**src/rtl/seg7_pkg.sv**
```systemverilog
// rtl/seg7_pkg.sv - shared seven-segment pattern table, blank code and receiver state enum
package seg7_pkg;

  localparam logic [6:0] BLANK = 7'b1111111;

  // Active-low abcdefg patterns, index = hex value; the display driver uses the same table.
  localparam logic [6:0] SEG7_TABLE [16] = '{
    7'b0000001, 7'b1001111, 7'b0010010, 7'b0000110,
    7'b1001100, 7'b0100100, 7'b0100000, 7'b0001111,
    7'b0000000, 7'b0000100, 7'b0001000, 7'b1100000,
    7'b0110001, 7'b1000010, 7'b0110000, 7'b0111000
  };

  typedef enum logic [1:0] {
    IDLE    = 2'd0,
    SETTLE  = 2'd1,
    EMIT    = 2'd2,
    RELEASE = 2'd3
  } seg7_state_e;

  // Returns {err, hex}; an unknown pattern decodes to err=1, hex=0.
  function automatic logic [4:0] seg7_decode(input logic [6:0] pat);
    logic [4:0] r;
    r = 5'b10000;
    for (int i = 0; i < 16; i++) begin
      if (pat == SEG7_TABLE[i]) r = {1'b0, 4'(i)};
    end
    return r;
  endfunction

endpackage

```
**src/rtl/seg7_sync_filter.sv**
```systemverilog
// rtl/seg7_sync_filter.sv - two-flop synchronizer plus candidate/stability counter
module seg7_sync_filter
  import seg7_pkg::*;
#(
  parameter int STABLE_CYCLES = 16
) (
  input  logic        clk,
  input  logic        rst_n,
  input  logic [6:0]  seg_in,
  input  seg7_state_e state,
  output logic [6:0]  sync_o,
  output logic [6:0]  cand_o,
  output logic        stable_o
);

  localparam int CW = (STABLE_CYCLES > 1) ? $clog2(STABLE_CYCLES) : 1;
  localparam logic [CW-1:0] CNT_MAX = CW'(STABLE_CYCLES - 1);

  logic [6:0]    sync1_q, sync2_q;
  logic [6:0]    cand_d, cand_q;
  logic [CW-1:0] cnt_d, cnt_q;
  logic          sync_blank;
  logic          sync_match;

  assign sync_blank = (sync2_q == BLANK);
  assign sync_match = (sync2_q == cand_q);

  always_comb begin
    cand_d = cand_q;
    cnt_d  = cnt_q;
    case (state)
      IDLE: begin
        if (!sync_blank) begin
          cand_d = sync2_q;
          cnt_d  = '0;
        end
      end
      SETTLE: begin
        if (!sync_blank) begin
          if (!sync_match) begin
            cand_d = sync2_q;
            cnt_d  = '0;
          end else if (cnt_q != CNT_MAX) begin
            cnt_d = cnt_q + 1'b1;
          end
        end
      end
      RELEASE: begin
        if (!sync_blank && !sync_match) begin
          cand_d = sync2_q;
          cnt_d  = '0;
        end
      end
      default: begin
        cand_d = cand_q;
        cnt_d  = cnt_q;
      end
    endcase
  end

  always_ff @(posedge clk or negedge rst_n) begin
    if (!rst_n) begin
      sync1_q <= BLANK;
      sync2_q <= BLANK;
      cand_q  <= BLANK;
      cnt_q   <= '0;
    end else begin
      sync1_q <= seg_in;
      sync2_q <= sync1_q;
      cand_q  <= cand_d;
      cnt_q   <= cnt_d;
    end
  end

  // Counter stops at CNT_MAX; the FSM leaves SETTLE on the same edge, so it never wraps.
  assign stable_o = (state == SETTLE) && !sync_blank && sync_match && (cnt_q == CNT_MAX);
  assign sync_o   = sync2_q;
  assign cand_o   = cand_q;

endmodule

```
**src/rtl/seg7_rx.sv**
```systemverilog
// rtl/seg7_rx.sv - seven-segment pattern receiver: decode, ready/valid handshake, digit history
module seg7_rx
  import seg7_pkg::*;
#(
  parameter int STABLE_CYCLES = 16
) (
  input  logic        CLOCK_50,
  input  logic        RST_N,
  input  logic [0:6]  SEG_IN,
  input  logic        READY,
  output logic        VALID,
  output logic [3:0]  HEX_VAL,
  output logic        ERR,
  output logic [15:0] DIGITS,
  output logic [2:0]  DIGIT_CNT
);

  logic [6:0]  seg_w;
  logic [6:0]  sync_w;
  logic [6:0]  cand_w;
  logic        stable_w;
  logic [4:0]  dec_w;

  seg7_state_e state_d, state_q;
  logic        valid_d, valid_q;
  logic [3:0]  hex_d, hex_q;
  logic        err_d, err_q;
  logic [15:0] digits_d, digits_q;
  logic [2:0]  dcnt_d, dcnt_q;

  assign seg_w = SEG_IN;

  seg7_sync_filter #(
    .STABLE_CYCLES(STABLE_CYCLES)
  ) u_filter (
    .clk      (CLOCK_50),
    .rst_n    (RST_N),
    .seg_in   (seg_w),
    .state    (state_q),
    .sync_o   (sync_w),
    .cand_o   (cand_w),
    .stable_o (stable_w)
  );

  assign dec_w = seg7_decode(cand_w);

  always_comb begin
    state_d  = state_q;
    valid_d  = valid_q;
    hex_d    = hex_q;
    err_d    = err_q;
    digits_d = digits_q;
    dcnt_d   = dcnt_q;
    case (state_q)
      IDLE: begin
        if (sync_w != BLANK) state_d = SETTLE;
      end
      SETTLE: begin
        if (sync_w == BLANK) begin
          state_d = IDLE;
        end else if (stable_w) begin
          state_d = EMIT;
          valid_d = 1'b1;
          err_d   = dec_w[4];
          hex_d   = dec_w[3:0];
        end
      end
      EMIT: begin
        // SEG_IN is ignored here; the held value stays put until the consumer takes it.
        if (valid_q && READY) begin
          state_d = RELEASE;
          valid_d = 1'b0;
          err_d   = 1'b0;
          if (!err_q) begin
            digits_d = {digits_q[11:0], hex_q};
            if (dcnt_q != 3'd4) dcnt_d = dcnt_q + 3'd1;
          end
        end
      end
      RELEASE: begin
        if (sync_w == BLANK) begin
          state_d = IDLE;
        end else if (sync_w != cand_w) begin
          state_d = SETTLE;
        end
      end
      default: state_d = IDLE;
    endcase
  end

  always_ff @(posedge CLOCK_50 or negedge RST_N) begin
    if (!RST_N) begin
      state_q  <= IDLE;
      valid_q  <= 1'b0;
      hex_q    <= 4'd0;
      err_q    <= 1'b0;
      digits_q <= 16'd0;
      dcnt_q   <= 3'd0;
    end else begin
      state_q  <= state_d;
      valid_q  <= valid_d;
      hex_q    <= hex_d;
      err_q    <= err_d;
      digits_q <= digits_d;
      dcnt_q   <= dcnt_d;
    end
  end

  assign VALID     = valid_q;
  assign HEX_VAL   = hex_q;
  assign ERR       = err_q;
  assign DIGITS    = digits_q;
  assign DIGIT_CNT = dcnt_q;

endmodule
```
**config.mk**
```make
export PLATFORM = sky130hd
export DESIGN_NAME = seg7_rx
export DESIGN_NICKNAME = d
export VERILOG_FILES = /design/src/rtl/seg7_pkg.sv /design/src/rtl/seg7_sync_filter.sv /design/src/rtl/seg7_rx.sv
export SDC_FILE = /design/constraint.sdc
export NUM_CORES = 1
export LEC_CHECK = 0
export ABC_AREA = 1
export CAP_MARGIN = 15
export CORE_ASPECT_RATIO = 1.4
export CORE_MARGIN = 3
export CORE_UTILIZATION = 59
export CTS_CLUSTER_SIZE = 25
export DETAILED_ROUTE_END_ITERATION = 6
export PLACE_DENSITY_LB_ADDON = 0.1
export SYNTH_ARGS = -nofsm -noshare
export SYNTH_HDL_FRONTEND = slang
export SYNTH_SLANG_ARGS = --single-unit
```
**constraint.sdc**
```tcl
create_clock -name CLOCK_50 -period 3.5 [get_ports CLOCK_50]
set_input_delay 0.35 -clock CLOCK_50 [delete_from_list [all_inputs] [get_ports CLOCK_50]]
set_output_delay 0.35 -clock CLOCK_50 [all_outputs]
set_load 0.02 [all_outputs]
```
## Word-level counts from Yosys, hierarchy flattened

Index checks and enable logic that the tools add are counted.

| storage, ports and cells | value |
|---|---|
| bits of input ports | 10 |
| register bits after elaboration | 52 |
| word-level logic and storage cells | 108 |
| output and inout port bits | 25 |

| operators by class | value |
|---|---|
| reductions and logical operators | 18 |
| bitwise logic cells | 2 |
| mux-type cells | 41 |
| add/sub/neg operators | 2 |
| equal/unequal tests | 35 |

Operators by type and width:

| operator | count |
|---|---|
| 5-bit two-way mux | 16 |
| 7-bit by 6-bit == test with 1-bit output (second input constant) | 5 |
| 7-bit == test (second input constant) | 5 |
| 7-bit two-way mux | 4 |
| 7-bit case mux with 3 select lines | 1 |
| 4-bit two-way mux | 5 |
| 7-bit by 3-bit == test with 1-bit output (second input constant) | 2 |
| 7-bit by 4-bit == test with 1-bit output (second input constant) | 2 |
| 2-bit two-way mux | 6 |
| 2-bit inequality test (second input constant) | 6 |
| 4-bit case mux with 3 select lines | 1 |
| 4-bit AND reduction | 3 |
| 5-bit AND reduction | 2 |
| 2-bit case mux with 4 select lines | 1 |
| 7-bit by 1-bit == test with 1-bit output (second input constant) | 1 |
| 7-bit by 5-bit == test with 1-bit output (second input constant) | 1 |
| 7-bit == test | 1 |
| 7-bit logical NOT | 1 |
| 7-bit inequality test | 1 |
| 7-bit inequality test (second input constant) | 1 |
| 3-bit by 2-bit inequality test with 1-bit output (second input constant) | 2 |
| 3-bit inequality test (second input constant) | 2 |
| 3-bit AND reduction | 2 |
| 1-bit logical AND | 5 |
| 14 further kinds | 22 |

## Logic depth before layout (Yosys ltp)

Gate-level depths: netlist of the first run.

| logic depth | value |
|---|---|
| depth after elaboration | 20 |
| gate-level depth with buffers | 12 |
| depth with buffers taken out | 12 |

## By module

A second synthesis of the first run with hierarchy kept.

| second synthesis, totals | value |
|---|---|
| cell total of the unflattened synthesis | 361 |
| area total of the unflattened synthesis | 2807.7 sq um |

By module, submodules not included:

| module | area each (sq um) | instances | cells an instance |
|---|---|---|---|
| seg7_rx | 1660.3 | 1 | 231 |
| seg7_sync_filter | 1147.4 | 1 | 130 |

## Least setup slack after synthesis of the first run

Ideal clock, no wire load.

| path | value |
|---|---|
| kind | register -> register |
| start point | register u_filter.cand_q[4], in the netlist u_filter.cand_o[4] |
| end point | register u_filter.cand_q[5], in the netlist u_filter.cand_o[5] |
| slack | 1.882 ns |
| buffers on the path | 2 |
| data arrival time | 1.550 ns |
| stages on the path, launching flop included | 13 |
| period minus slack after synthesis | 1.618 ns |
| cells stage by stage | dfstp_2 -> buf_4 -> inv_1 -> nand2_1 -> nand2_1 -> nor2_4 -> nand2_2 -> nor3_4 -> inv_2 -> nand2_4 -> buf_8 -> nand2_2 -> o21ai_2 |

| between the ends | value |
|---|---|
| word-level cells in the longest chain between the ends | 5 |
| elaborated cells between the ends (all ways) | 6 |
| classes of those cells | eq/ne (3); reduce/logical (3) |

Ends and longest elaborated chain:

| element | line | text |
|---|---|---|
| start: declaration | seg7_sync_filter.sv:20 | `logic [6:0] cand_d, cand_q;` |
| start signal: assignment | seg7_sync_filter.sv:70 | `cand_q <= cand_d;` |
| 7-bit == test * | seg7_sync_filter.sv:26 | `assign sync_match = (sync2_q == cand_q);` |
| 1-bit logical NOT | -- |  |
| 1-bit logical AND | seg7_sync_filter.sv:49 | `if (!sync_blank && !sync_match) begin` |
| 2-bit by 1-bit inequality test with 1-bit output (no source line) | -- |  |
| 5-bit AND reduction (no source line) * | -- |  |

Mark *: on every way between the ends. The rest lies on a longest branch, timed or not.
A chain may end at the register's enable or synchronous reset.

## Worst setup path in the final report of the first run

| path | value |
|---|---|
| start point | register u_filter.cand_q[4], in the netlist u_filter.cand_o[4] |
| end point | register u_filter.cand_q[1], in the netlist u_filter.cand_o[1] |

Same word-level chain as after synthesis.

==> results of run 1 <==
## layer usage
layer,GRT usage [%],part of all wire [%]
met1,25.7,42
met2,36.5,52
met3,4.42,4.1
met4,9.66,2.0
met5,0,0
## path summary, 6_finish.rpt
check | start | to | slack (ns) | depth (start not counted)
setup / recovery | u_filter.cand_o[4] | u_filter.cand_o[1] | 1.71 | 10
hold / removal | u_filter.sync1_q[1] | u_filter.sync_o[1] | 0.36 | 0
setup reg to reg | u_filter.cand_o[4] | u_filter.cand_o[1] | 1.71 | 10
hold reg to reg | u_filter.sync1_q[1] | u_filter.sync_o[1] | 0.36 | 0
max in group asynchronous | RST_N | u_filter.sync1_q[2] | 2.46 | 3
min in group asynchronous | RST_N | DIGITS[14] | 0.45 | 2
## layout make-up
class / instances / area [sq um] / share of cell area [%]
Sequential cell: 52 / 1330 / 42.7
Clock buffer: 5 / 68.8 / 2.21
Inverter: 40 / 150 / 4.83
Multi-Input combinational cell: 220 / 1080 / 34.8
Timing Repair Buffer: 36 / 365 / 11.8
Clock inverter: 3 / 42.5 / 1.37
Tap cell: 58 / 72.6 / 2.33
## power by group through the flow
stage                     logic (W)  clock network [W]  registers, W
after floorplan           0.0000744                  0      0.000653
after global placement     0.000105                  0      0.000658
after detailed placement   0.000107                  0      0.000659
after CTS                  0.000108           0.000412      0.000648
after global routing       0.000127           0.000448      0.000652
final                      0.000111           0.000407      0.000648
## through the flow
step                      util (%)  hold slack (ns)  std cells  power [W]  area (sq um)
final                         76.1            0.359        414    0.00117          3110
after global routing          76.1            0.364        414    0.00123          3110
after CTS                     75.3            0.269        412    0.00117          3080
after detailed placement      72.6            0.349        404   0.000766          2970
after global placement        72.6            0.346        404   0.000763          2970
after floorplan                  -           0.0544        317   0.000728          2600
## kinds of logic (layout without fill, tap and decap cells)
logic type               count (synthesis)  after routing
flip-flops                              52             52
AO/OA/AOI/OAI                           30             30
AND/OR/NAND/NOR                        182            182
XOR/XNOR                                 5              5
buffers and inverters                   45             84
adder cells (fa/ha/maj)                  3              3
## worst reg2reg max path, cell delays in order, from the launching register on
cell and delay (ns):
dfstp_2 0.62, inv_1 0.09, nand2_1 0.06, nand2_1 0.08, nor2_4 0.12, nand2_2 0.09
nor3_4 0.23, inv_2 0.07, nand2_4 0.18, nand2_1 0.08, o21ai_1 0.10
## flip-flops by register name (all words and copies together), names as in the netlist, named ones only
register          cells
ERR                   1
DIGITS               16
u_filter.cand_o       7
u_filter.sync_o       7
state_q               1
DIGIT_CNT             3
VALID                 1
u_filter.cnt_q        4
HEX_VAL               4
u_filter.sync1_q      7
## Yosys cell counts
master | n | share of area [%]
nand2_1 | 112 | 16
inv_1 | 35 | 5.1
dfrtp_1 | 31 | 30
nor2_1 | 24 | 3.5
dfstp_2 | 21 | 21
o21ai_0 | 16 | 3.1
nand3_1 | 14 | 2.7
nand4_1 | 10 | 2.4
nand2_2 | 9 | 2.2
o21ai_1 | 7 | 1.3
inv_2 | 5 | 0.72
nor2_4 | 4 | 1.7
ha_1 | 3 | 1.4
nor3_1 | 3 | 0.58
o21ai_2 | 3 | 1.0
xor2_1 | 3 | 1.0
a21oi_1 | 2 | 0.39
buf_2 | 2 | 0.39
buf_4 | 2 | 0.58
nor3_4 | 2 | 1.3
xnor2_1 | 2 | 0.67
and2_1 | 1 | 0.24
buf_8 | 1 | 0.58
nand2_4 | 1 | 0.43
nand3_2 | 1 | 0.39
nor2_2 | 1 | 0.24
o21ai_4 | 1 | 0.63
o31ai_1 | 1 | 0.29
## what timing repair did
action                                 4_1_cts  5_1_grt
hold buffers                                 0        1
resized for setup                            0        0
endpoints found under the hold margin        0        2
==> results.md, run 1 <==
* Max Fclk at 557 MHz
* RSZ-0062 raised after global routing: no
* Post-DR vias/cell at 5.10
* CTS clk-pin slew, worst paths at around 0.080 ns
* Setup Skew at 0.0155 ns
* TritonCTS Buffers at 5
* Via Count at roughly 2100
* Fin crit share at 51.3%
* Pre-CTS WS at 1.67 ns
* Seq/Total Area, Yosys at 51.1%
* Leakage at about 1.5 nW
* Mapped Cells at 317
* CP Cell Sequence: inv_1, nand2_1, nand2_1, nor2_4, nand2_2, nor3_4, inv_2, nand2_4, nand2_1, o21ai_1
* Mean Syn Cell Area at roughly 8.2 sq um
* Arrival time at the worst endpoint at around 2.0 ns
* H-tree levels at 2
* Most frequent CP cell: nand2_1
* Layout cells sized above 1 at 16.3%
* Iter 0 DRT Violations at 157
* Sw Share at 24.7%
* Die ar. at about 0.0053 sq mm
* Port buffer count at 34
* Endpoints failing hold at 0
* CTS Sinks at 52
* Fillcell total at 314
* Starting Density at 63.6%
* Final Wtd Congestion at 0.921
* Critical Setup Path Class: reg2reg
* CTS tree: built
* Power per Cell Area at 375 mW/mm^2
* All-Layer GR Usage at a little over a fifth
* #FFs+latches synth at 52
* Die Y at 84.5 microns
* Worst setup margin at between 1.5 and 2 ns
* Worst endpoint required time at around 3.7 ns
* DR WL/cell at 12.2 microns
* Synth cell types at 28
* Placed wire-length estimate at 3630 microns
* Status: finished, final reports clean
* P_sw at a little under 0.0003 W
* XOR/XNOR Fraction of Synth Area at 1.68%
* CP Launch Type: register
* Critical Path Max Stage Delay at 0.62 ns
* Worst path top cell family by delay: simple AND/OR/NAND/NOR gates
* Die X at 62.1 microns
* Worst slew pin tran at 0.600 ns
* Core Region at 0.00409 sq mm
* Most frequent cells in the layout: nand2_1 (112), inv_1 (35), clkdlybuf4s50_1 (33)
* Rows at 27
* Synthesis-to-finish area growth at 19.6%
* Total gr overflow at 0
* CP Max Fanout at 14
* Setup crit end kind: register
* Crit-path slowest cell: dfstp_2
* Worst skew pair latency at 0.31 ns
* First-pass GRT wire length at 8920 microns
* Relative slew slack at 59.7%
* Total I/O pin count at 35
* Largest net degree at the start of global routing at 53
* Warnings from Yosys at 0
* Area share of fa/ha/maj cells after synthesis at 1.44%
* Clk root buf: clkbuf_8
* MaxCap Viol Count at 0
* N_diodes at 0
* Sum Neg Setup Slack at 0 ns
* Total Routed Length at 5050 microns
* Detailed Routing Iterations Pass 1 at 4
* Vias in the first global route at roughly 2000
* Initial antenna violation count at 0
* Post-Syn Area at roughly 0.0026 sq mm
* Largest family of logic cells by synthesized area: simple AND/OR/NAND/NOR gates
* Pint at between 0.0008 and 0.0009 W
* Commonest non-fill, non-tap cell in the layout: nand2_1
* Final setup fails at 0
* Complex-gate fraction of the synthesized area at ~6.7%
* Combinational group share of total power at 9.5%
* Clk buf depth at 2
* Simple-gate area share of the yosys netlist at 31.8%
* Clk pwr share at 34.9%
* Maximum VDD drop at 0.299 mV
* Fin. max-slew vios at 0
* Reg power frac at 55.6%
* Multiplexer share of the synthesized area at 0%
* Final net count at 368
* Crit path time final at approximately 1.8 ns
* HP Class: reg2reg
* Postcts setup bufs at 0
* Buf/Inv on CP at 2
* Post-Synthesis Net Count at 330
* # DRC at 0
* Routed Antenna Nets at 0
Note: power is estimated with default switching activity, not from simulation.
==> run 2, diff against run 1 <==
--- a/config.mk
+++ b/config.mk
@@ -9,7 +9,7 @@
 export CAP_MARGIN = 15
 export CORE_ASPECT_RATIO = 1.4
 export CORE_MARGIN = 3
-export CORE_UTILIZATION = 59
+export CORE_UTILIZATION = 54
 export CTS_CLUSTER_SIZE = 25
 export DETAILED_ROUTE_END_ITERATION = 6
 export PLACE_DENSITY_LB_ADDON = 0.1
==> constraint.sdc (replaced) <==
create_clock -name CLOCK_50 -period 1.9 [get_ports CLOCK_50]
set_input_delay 0.19 -clock CLOCK_50 [delete_from_list [all_inputs] [get_ports CLOCK_50]]
set_output_delay 0.19 -clock CLOCK_50 [all_outputs]
set_load 0.02 [all_outputs]
==> run 2 against run 1 <==
  * Sequential power increased by 84%
  * Critical path depth did not move
  * Critical endpoint is now HEX_VAL[0]
  * Largest cell class unchanged
  * Total power up 71%
  * Critical path type unchanged
  * Fmax grew 0.14%
==> results.md, run 2 (same netlist as run 1, synthesis figures left out) <==
* Endpoints failing hold at 0
* Arrival time at the worst endpoint at ~2.0 ns
* Layout cells sized above 1 at 17.2%
* Total gr overflow at 0
* Port buffer count at 34
* Maximum VDD drop at 0.494 mV
* H-tree levels at 2
* Relative slew slack at between 60% and 70%
* Placed wire-length estimate at 3970 microns
* Rows at 29
* Leakage at 1.54 nW
* Power per Cell Area at about 640 mW/mm^2
* Most frequent cells in the layout: nand2_1 (112), inv_1 (35), clkdlybuf4s50_1 (33)
* Critical Path Max Stage Delay at 0.60 ns
* HP Class: in2reg
* Routed Antenna Nets at 0
* CTS Sinks at 52
* CP Launch Type: register
* MaxCap Viol Count at 0
* Core Region at between 0.004 and 0.005 sq mm
* First-pass GRT wire length at 8830 microns
* Setup Skew at 0.00778 ns
* Pwr Total at ~0.0020 W
* Die X at between 60 and 70 microns
* Largest net degree at the start of global routing at 29
* Fin crit share at 94.3%
* Via Count at 2149
* Final setup fails at 0
* Commonest non-fill, non-tap cell in the layout: nand2_1
* Die ar. at between 0.005 and 0.006 sq mm
* # DRC at 0
* Total Routed Length at slightly above 5000 microns
* Sw Share at 25.7%
* CTS clk-pin slew, worst paths at 0.09 ns
* Initial antenna violation count at 0
* Critical Setup Path Class: reg2reg
* Fillcell total at 393
* Worst endpoint required time at approximately 2.1 ns
* CP Cell Sequence: inv_1, nand2_1, nand2_1, nor2_4, nand2_2, nor3_4, buf_4, nand4_1, nor2_1, nor2_1
* Vias in the first global route at 2031
* N_diodes at 0
* Iter 0 DRT Violations at 101
* Clk pwr share at between 20 and 30%
* Total I/O pin count at 35
* Final net count at 374
* Max FFs per register at 16
* Clk root buf: clkbuf_8
* All-Layer GR Usage at 19.9%
* Crit path time final at 1.79 ns
* Reg power frac at about three fifths
* Final Wtd Congestion at 0.904
* Die Y at 88.1 microns
* Worst slew pin tran at 0.545 ns
* Synthesis-to-finish area growth at 20.7%
* Setup crit end kind: register
* Crit-path slowest cell: dfstp_2
* Clk buf depth at 2
* Status: finished, final reports clean
* CTS tree: built
* Max Fclk at 558 MHz
* TritonCTS Buffers at 5
* Fin. max-slew vios at 0
* Post-DR vias/cell at 5.08
* Pre-CTS WS at 0.156 ns
* Detailed Routing Iterations Pass 1 at 4
* Combinational group share of total power at between 10% and 20%
* Worst setup margin at 0.108 ns
* P_sw at 0.000512 W
* CP Max Fanout at 7
* Starting Density at 56.4%
* DR WL/cell at roughly 12 microns
* Worst skew pair latency at 0.30 ns
* Pint at approximately 0.0015 W
run 2: cell count changes in the layout (fill, tap and decap cells not counted), sizes merged:
cell      previous run  this run
clkinvlp             1         0
bufinv               1         0
clkinv               1         2
buf                  2         8
run 2: per-stage QoR:
stage	util [%]	TNS (ns)	hold WS [ns]	instance area, sq um	instances
6_report	68.1	0	0.284	3140	423
5_1_grt	68.1	-0.0410	0.288	3140	423
4_1_cts	67.3	0	0.280	3100	420
3_5_place_dp	65.4	0	0.204	3020	412
3_3_place_gp	65.4	0	0.209	3020	412
2_1_floorplan	-	0	-0.106	2600	317
run 2: final timing paths:
path                       cells past startpoint                 from                  end  slack, ns
max reg2reg                                   10   u_filter.cand_o[4]           HEX_VAL[0]       0.11
min reg2reg                                    0  u_filter.sync1_q[4]   u_filter.sync_o[4]       0.36
max in group asynchronous                      3                RST_N           state_q[0]       0.98
min in group asynchronous                      2                RST_N           DIGITS[12]       0.40
max                                           10   u_filter.cand_o[4]           HEX_VAL[0]       0.11
min                                            1            SEG_IN[5]  u_filter.sync1_q[1]       0.28
run 2: routing by layer:
| layer | global-route usage (%) | vias up | wire length (microns) |
|---|---|---|---|
| met4 | 8.65 | 0 | 112 |
| met5 | 0 | - | 0 |
| met3 | 4.36 | 8 | 221 |
| li1 | - | 1070 | - |
| met1 | 21.5 | 1018 | 2080 |
| met2 | 37.0 | 53 | 2720 |
run 2: layout make-up:
cell class / instances / area (sq um) / share of cell area [%]
flip-flops and latches: 52 / 1330 / 42.3
clock inverters: 2 / 7.51 / 0.239
well taps: 62 / 77.6 / 2.47
clock buffers: 5 / 68.8 / 2.19
repair buffers: 42 / 410 / 13.1
inverters: 40 / 150 / 4.78
multi-input cells: 220 / 1100 / 34.9
run 2: worst max-delay path, delay by kind of cell (launching register included):
family,cells,cell delay (ns)
buffers and inverters,2,0.25
AND/OR/NAND/NOR,8,0.85
flip-flops,1,0.60
run 2: timing repair:
| action | CTS | global route |
|---|---|---|
| setup endpoints to repair | 0 | 2 |
| hold buffers | 1 | 0 |
| gates resized for setup | 0 | 2 |
| hold endpoints to repair | 3 | 0 |
| setup buffers | 0 | 3 |
run 2: power by group through the flow:
stage          combinational [W]  clock (W)  sequential [W]
4_1_cts                 0.000218   0.000597         0.00120
2_1_floorplan           0.000137          0         0.00120
6_report                0.000224   0.000577         0.00119
3_5_place_dp            0.000215          0         0.00121
5_1_grt                 0.000252   0.000647         0.00120
3_3_place_gp            0.000213          0         0.00121
